--- src/rtl/stream_rr_arbiter_if.sv ---
// rtl/stream_rr_arbiter_if.sv - producer/consumer stream bundle for the round-robin arbiter
interface stream_rr_arbiter_if #(
    parameter int N     = 4,
    parameter int WIDTH = 16
);
    localparam int SELW = $clog2(N > 1 ? N : 2);

    logic [N*WIDTH-1:0] src_data;
    logic [N-1:0]       src_avail;
    logic [N-1:0]       src_read;
    logic [WIDTH-1:0]   dst_data;
    logic               dst_write;
    logic               dst_full;
    logic [SELW-1:0]    grant_id;
    logic               running;

    // Arbiter side
    modport master (
        input  src_data,
        input  src_avail,
        input  dst_full,
        output src_read,
        output dst_data,
        output dst_write,
        output grant_id,
        output running
    );

    // Environment side: sources and consumer
    modport slave (
        output src_data,
        output src_avail,
        output dst_full,
        input  src_read,
        input  dst_data,
        input  dst_write,
        input  grant_id,
        input  running
    );
endinterface

--- src/rtl/stream_rr_arbiter.sv ---
// rtl/stream_rr_arbiter.sv - round-robin burst arbiter merging N source streams into one
module stream_rr_arbiter #(
    parameter int N     = 4,
    parameter int WIDTH = 16,
    parameter int BURST = 8
) (
    input  logic                 clk,
    input  logic                 rst,
    stream_rr_arbiter_if.master  bus
);
    localparam int SELW = $clog2(N > 1 ? N : 2);
    localparam int CNTW = $clog2(BURST + 1);

    typedef enum logic {
        S_IDLE = 1'b0,
        S_BUSY = 1'b1
    } state_t;

    state_t          r_state;
    state_t          w_state_nxt;
    logic [SELW-1:0] r_gnt;
    logic [SELW-1:0] w_gnt_nxt;
    logic [SELW-1:0] r_rr_ptr;
    logic [SELW-1:0] w_rr_ptr_nxt;
    logic [CNTW-1:0] r_bcnt;
    logic [CNTW-1:0] w_bcnt_nxt;

    logic [SELW-1:0] w_pick;
    logic            w_found;
    logic [SELW-1:0] w_gnt_inc;
    logic            w_avail_gnt;
    logic            w_xfer;
    logic            w_last;

    assign w_avail_gnt = bus.src_avail[r_gnt];
    // Reset gates the transfer so a pop can never happen without its push.
    assign w_xfer      = (r_state == S_BUSY) & w_avail_gnt & ~bus.dst_full & ~rst;
    assign w_last      = (r_bcnt == CNTW'(BURST - 1));
    assign w_gnt_inc   = (r_gnt == SELW'(N - 1)) ? '0 : r_gnt + SELW'(1);

    // Search for the first requesting source starting at rr_ptr, wrapping mod N
    always_comb begin
        logic [SELW:0]   v_sum;
        logic [SELW-1:0] v_idx;
        w_found = 1'b0;
        w_pick  = r_rr_ptr;
        v_sum   = '0;
        v_idx   = '0;
        for (int k = 0; k < N; k++) begin
            v_sum = {1'b0, r_rr_ptr} + (SELW + 1)'(k);
            if (v_sum >= (SELW + 1)'(N)) begin
                v_sum = v_sum - (SELW + 1)'(N);
            end
            v_idx = v_sum[SELW-1:0];
            if (!w_found && bus.src_avail[v_idx]) begin
                w_found = 1'b1;
                w_pick  = v_idx;
            end
        end
    end

    // Next-state logic: grant in IDLE, count and release in BUSY
    always_comb begin
        w_state_nxt  = r_state;
        w_gnt_nxt    = r_gnt;
        w_rr_ptr_nxt = r_rr_ptr;
        w_bcnt_nxt   = r_bcnt;
        case (r_state)
            S_IDLE: begin
                if (w_found) begin
                    w_gnt_nxt   = w_pick;
                    w_bcnt_nxt  = '0;
                    w_state_nxt = S_BUSY;
                end
            end
            S_BUSY: begin
                if (w_xfer) begin
                    w_bcnt_nxt = r_bcnt + CNTW'(1);
                end
                // A drained source releases even while the consumer is full.
                if (!w_avail_gnt || (w_xfer && w_last)) begin
                    w_state_nxt  = S_IDLE;
                    w_rr_ptr_nxt = w_gnt_inc;
                end
            end
            default: begin
                w_state_nxt = S_IDLE;
            end
        endcase
    end

    // State registers with synchronous reset
    always_ff @(posedge clk) begin
        if (rst) begin
            r_state  <= S_IDLE;
            r_gnt    <= '0;
            r_rr_ptr <= '0;
            r_bcnt   <= '0;
        end else begin
            r_state  <= w_state_nxt;
            r_gnt    <= w_gnt_nxt;
            r_rr_ptr <= w_rr_ptr_nxt;
            r_bcnt   <= w_bcnt_nxt;
        end
    end

    // Pop only the granted source, in the same cycle as the push
    always_comb begin
        bus.src_read        = '0;
        bus.src_read[r_gnt] = w_xfer;
    end

    assign bus.dst_data  = bus.src_data[r_gnt*WIDTH +: WIDTH];
    assign bus.dst_write = w_xfer;
    assign bus.grant_id  = r_gnt;
    assign bus.running   = (r_state == S_BUSY) | (|bus.src_avail);

endmodule

--- src/flat_wrapper.sv ---
// flat-port wrapper written by rule: the top's interface ports become plain ports
module stream_rr_arbiter_flat 
#(
    parameter int N     = 4,
    parameter int WIDTH = 16,
    parameter int BURST = 8
)
  (clk, rst, bus_src_data, bus_src_avail, bus_dst_full, bus_src_read, bus_dst_data, bus_dst_write, bus_grant_id, bus_running);
  stream_rr_arbiter_if #(.N(N), .WIDTH(WIDTH)) bus_i ();
  input  logic clk;
  input  logic rst;
  input wire logic [$bits(bus_i.src_data)-1:0] bus_src_data;
  input wire logic [$bits(bus_i.src_avail)-1:0] bus_src_avail;
  input wire logic [$bits(bus_i.dst_full)-1:0] bus_dst_full;
  output wire logic [$bits(bus_i.src_read)-1:0] bus_src_read;
  output wire logic [$bits(bus_i.dst_data)-1:0] bus_dst_data;
  output wire logic [$bits(bus_i.dst_write)-1:0] bus_dst_write;
  output wire logic [$bits(bus_i.grant_id)-1:0] bus_grant_id;
  output wire logic [$bits(bus_i.running)-1:0] bus_running;
  assign bus_i.src_data = bus_src_data;
  assign bus_i.src_avail = bus_src_avail;
  assign bus_i.dst_full = bus_dst_full;
  assign bus_src_read = bus_i.src_read;
  assign bus_dst_data = bus_i.dst_data;
  assign bus_dst_write = bus_i.dst_write;
  assign bus_grant_id = bus_i.grant_id;
  assign bus_running = bus_i.running;
  stream_rr_arbiter #(.N(N), .WIDTH(WIDTH), .BURST(BURST)) u_core (.clk(clk), .rst(rst), .bus(bus_i));
endmodule
--- config.mk ---
export PLATFORM = sky130hd
export DESIGN_NAME = stream_rr_arbiter_flat
export DESIGN_NICKNAME = d
export VERILOG_FILES = /design/src/rtl/stream_rr_arbiter_if.sv /design/src/rtl/stream_rr_arbiter.sv /design/src/flat_wrapper.sv
export SDC_FILE = /design/constraint.sdc
export NUM_CORES = 1
export LEC_CHECK = 0
export ABC_AREA = 1
export BUFFER_PORTS_ARGS = -buffer_cell sky130_fd_sc_hd__buf_2
export CAP_MARGIN = 20
export CORE_MARGIN = 2
export CORE_UTILIZATION = 25
export DETAILED_ROUTE_END_ITERATION = 8
export PLACE_DENSITY = 0.61
export SETUP_SLACK_MARGIN = 0.05
export SLEW_MARGIN = 10
export SYNTH_ARGS = -nofsm -noshare
export SYNTH_HDL_FRONTEND = slang
export SYNTH_SLANG_ARGS = --single-unit
export TNS_END_PERCENT = 1
--- constraint.sdc ---
create_clock -name clk -period 1.4 [get_ports clk]
set_input_delay 0.14 -clock clk [delete_from_list [all_inputs] [get_ports clk]]
set_output_delay 0.14 -clock clk [all_outputs]
set_load 0.03 [all_outputs]
==> impl_metrics.tcl <==
set metrics [dict create \
    setup_slack_ps -56.9 \
    post_route_cells_drive_above_1_share_pct 51.2 \
    worst_hold_slack_ps 191 \
    highest_count_cells_in_the_layout_ignoring_fill_and_taps "sky130_fd_sc_hd__buf_2, sky130_fd_sc_hd__nand2_1, sky130_fd_sc_hd__nor2_1" \
    cts_hold_repair.buffers 0 \
    finalClockSkew_ps 0.301 \
    area_growth_syn_to_layout_pct 81.1 \
    synth_edf_count 0 \
    outcome "finished with violations" \
    max-vdd-ir-drop_mv 0.585 \
    seq_area_frac_synth_pct 14.3 \
    yosys.cell_types.count 24 \
    main_combinational_cell_family_by_area_after_synthesis "simple AND/OR/NAND/NOR gates" \
    antenna_found_initial 0 \
    gp_congestion 0.820 \
    ys.flop_type "sky130_fd_sc_hd__dfxtp_1" \
    grt_use_total_pct 15.7 \
    route.detailed.vias_per_inst 4.76 \
    syn-cell-area_sq_mm 0.00126 \
    powerDensity_mw_per_mm2 1380 \
    cts_sinks 9 \
    io_pins 95 \
    final_hold_viol_count 0 \
    worst_setup_hold_path_clk_slew_ps 40 \
    fp.dieArea_sq_mm 0.00563 \
    finalCritPeriodShare_pct 104 \
    clock_buffers_created_by_tritoncts 3 \
    post_synthesis_instance_total 230 \
    compound_cell_area_share_of_the_yosys_netlist_pct 25.7 \
    max_cap_violations 0 \
    initial_utilization_pct 26.4 \
    instances_no_fill 401 \
    synth-adder-area-share_pct 4.96 \
    drtIter0Drc 73 \
    grt_overflow 0 \
    place.port_buffers 94 \
    hold_path.class "input pin to flop" \
    worst_r2r_path_depth 9 \
    synth_xor_area_share_pct 0.694 \
    nets 411 \
    worstSetupEndpointType "output pin" \
    totalPowerFinal_mw 3.16 \
    detail_route.first_pass.iterations 4 \
    setup_violations 14 \
    antenna_left 0 \
    floorplan.rows 25 \
    mostFrequentLayoutCell "sky130_fd_sc_hd__buf_2" \
    crit_fanout 6 \
    synthDominantCellAreaShare_pct 14.3 \
    multiInputGateArea_sq_mm 0.00113 \
    cts-root-buf "sky130_fd_sc_hd__clkbuf_8" \
    worst-endpoint-arrival_ps 1320 \
    first_global_vias 1754 \
    yosysWarnings 0 \
    n_antenna_cell 0 \
    num-fill-cells 520 \
    share_of_flip_flops_with_an_asynchronous_set_or_reset_pct 0 \
    relSlewSlack_pct 79.9 \
    crit_path_cell_trace "inv_6 -> nand2_4 -> nand3_4 -> nand4_4 -> buf_12 -> nor2_4 -> buf_6" \
    synth_simple_gate_area_share_pct 43.5 \
    detail_route.drc_violations 0 \
    critical_path.startpoint_type "flop" \
    post_synth.cell_area_avg_sq_um 5.49 \
    ys_ff_latch 9 \
    slew_violations 0 \
    timing.critical_path.required_ps 1260 \
    synth_fp_nets 306 \
    coreArea_sq_mm 0.00479 \
    grt_start_max_net_pins 21 \
    clock_tree.buffer_depth 2 \
    critPathSlowestCell "sky130_fd_sc_hd__dfxtp_4" \
    synthDominantAreaCellType "sky130_fd_sc_hd__dfxtp_1" \
    placement.setup.worst_slack_ps 2.28 \
    h_tree_levels 1 \
    r2r-end "u_core.r_bcnt[3]$_SDFFE_PP0P_" \
    power_leakage_nw 1.15 \
    timing.critical_path.slowest_cell_delay_ps 370 \
    layout_min_cycle_time_ps 1460 \
    r2r_slack_ps 80 \
    min_delay_path_depth 3 \
    vias 1907 \
    die_x_um 75.1 \
    register_area_sq_um 194 \
    synth_area_leaders "sky130_fd_sc_hd__dfxtp_1, sky130_fd_sc_hd__nand2_1, sky130_fd_sc_hd__o21ai_0" \
    grt_pass1_wl_um 7090 \
    totalWireLength_um 4680 \
    tritoncts "yes" \
    route.detailed.wl_per_inst_um 11.7 \
    detailed_placement_wirelength_estimate_um 3720 \
    min-delay-start "rst" \
    final_core_utilization_pct 47.8 \
    fmaxAchievable_mhz 686 \
    r2r_start "u_core.bus.grant_id[0]$_SDFFE_PP0P_" \
    violations_in_the_final_reports "negative setup slack" \
    worstHoldEndpoint "u_core.r_bcnt[1]$_SDFFE_PP0P_" \
    worst_slew_pin_slew_ps 301 \
    die_y_um 75.1 \
    timing.setup.critical_path_class "flop to output pin" \
    mux_share_of_post_synthesis_cell_area_pct 0 \
    clk_latency_ps 230 \
    dp.cells 394 \
    rsz_0062_raised_after_global_routing "true" \
]
stage by stage:
step	setup TNS [ps]	area, sq um
after detailed placement	0	2060
final	-499	2290
after floorplan	-16.0	1440
after global placement	0	2060
after CTS	-770	2220
after global routing	-1720	2290
Yosys cell counts (5+ instances only):
cell type,count
sky130_fd_sc_hd__inv_1,15
sky130_fd_sc_hd__ha_1,5
sky130_fd_sc_hd__clkbuf_1,7
sky130_fd_sc_hd__nor2_1,42
sky130_fd_sc_hd__dfxtp_1,9
sky130_fd_sc_hd__nand2_1,47
sky130_fd_sc_hd__nand2_2,9
sky130_fd_sc_hd__nand3_1,15
sky130_fd_sc_hd__o21ai_0,34
sky130_fd_sc_hd__inv_2,6
sky130_fd_sc_hd__a21oi_1,7
sky130_fd_sc_hd__o22ai_1,16
report_power, final:
group	leakage, nW	internal [mW]	switching (mW)
clock network	0.0228	0.199	0.107
registers	0.0765	0.307	0.0665
logic	1.05	1.00	1.47
total	1.15	1.51	1.65
critical path: cells and delay by family, from the launching register on:
kind                   cells  cell delay [ps]
AND/OR/NAND/NOR            4              310
buffers and inverters      3              390
flip-flops                 1              370
state kept, by name (all words and copies together), names as in the netlist:
| register | count |
|---|---|
| u_core.bus.grant_id | 2 |
| u_core.r_rr_ptr | 2 |
| u_core.r_state | 1 |
| u_core.r_bcnt | 4 |
timing repair:
action                     in CTS  in global routing
setup buffers                   3                  0
hold endpoints to repair        0                  0
pin swaps                       0                  3
setup endpoints to repair      23                 26
resized for setup              44                 27
kinds of logic after synthesis:
| group | Yosys count |
|---|---|
| AOI/OAI and AO/OA | 60 |
| xor gates and xnor gates | 1 |
| adders and majority gates | 5 |
| buffers and inverters | 33 |
| DFF | 9 |
| and+or+nand+nor | 122 |
layout make-up:
class | instances | area share [%]
well taps | 67 | 3.67
repair buffers | 112 | 32.6
inverters | 21 | 4.00
clock buffers | 4 | 1.97
multi-input cells | 188 | 49.3
flip-flops and latches | 9 | 8.48
worst max-delay path by stage:
stage,start,to,slack [ps],cells after the start
detailed placement,u_core.r_rr_ptr[0]$_SDFFE_PP0P_,u_core.bus.grant_id[1]$_SDFFE_PP0P_,2,11
finish,u_core.bus.grant_id[0]$_SDFFE_PP0P_,bus_src_read[1],-60,7
global placement,u_core.r_bcnt[1]$_SDFFE_PP0P_,u_core.r_rr_ptr[0]$_SDFFE_PP0P_,50,8
floorplan,u_core.bus.grant_id[0]$_SDFFE_PP0P_,u_core.r_bcnt[3]$_SDFFE_PP0P_,-20,8
CTS,u_core.bus.grant_id[0]$_SDFFE_PP0P_,bus_src_read[3],-60,5
global route,u_core.bus.grant_id[0]$_SDFFE_PP0P_,bus_src_read[2],-120,7
routing by layer:
layer  GRT usage (%)  up-vias  wire length (um)
met5               0        -                 0
met4            2.98        0                14
met3            2.14        2               322
met2            32.2       72              2370
met1            16.9      856              1970
li1                -      977                 -
Power figures use the tool's default switching activity.
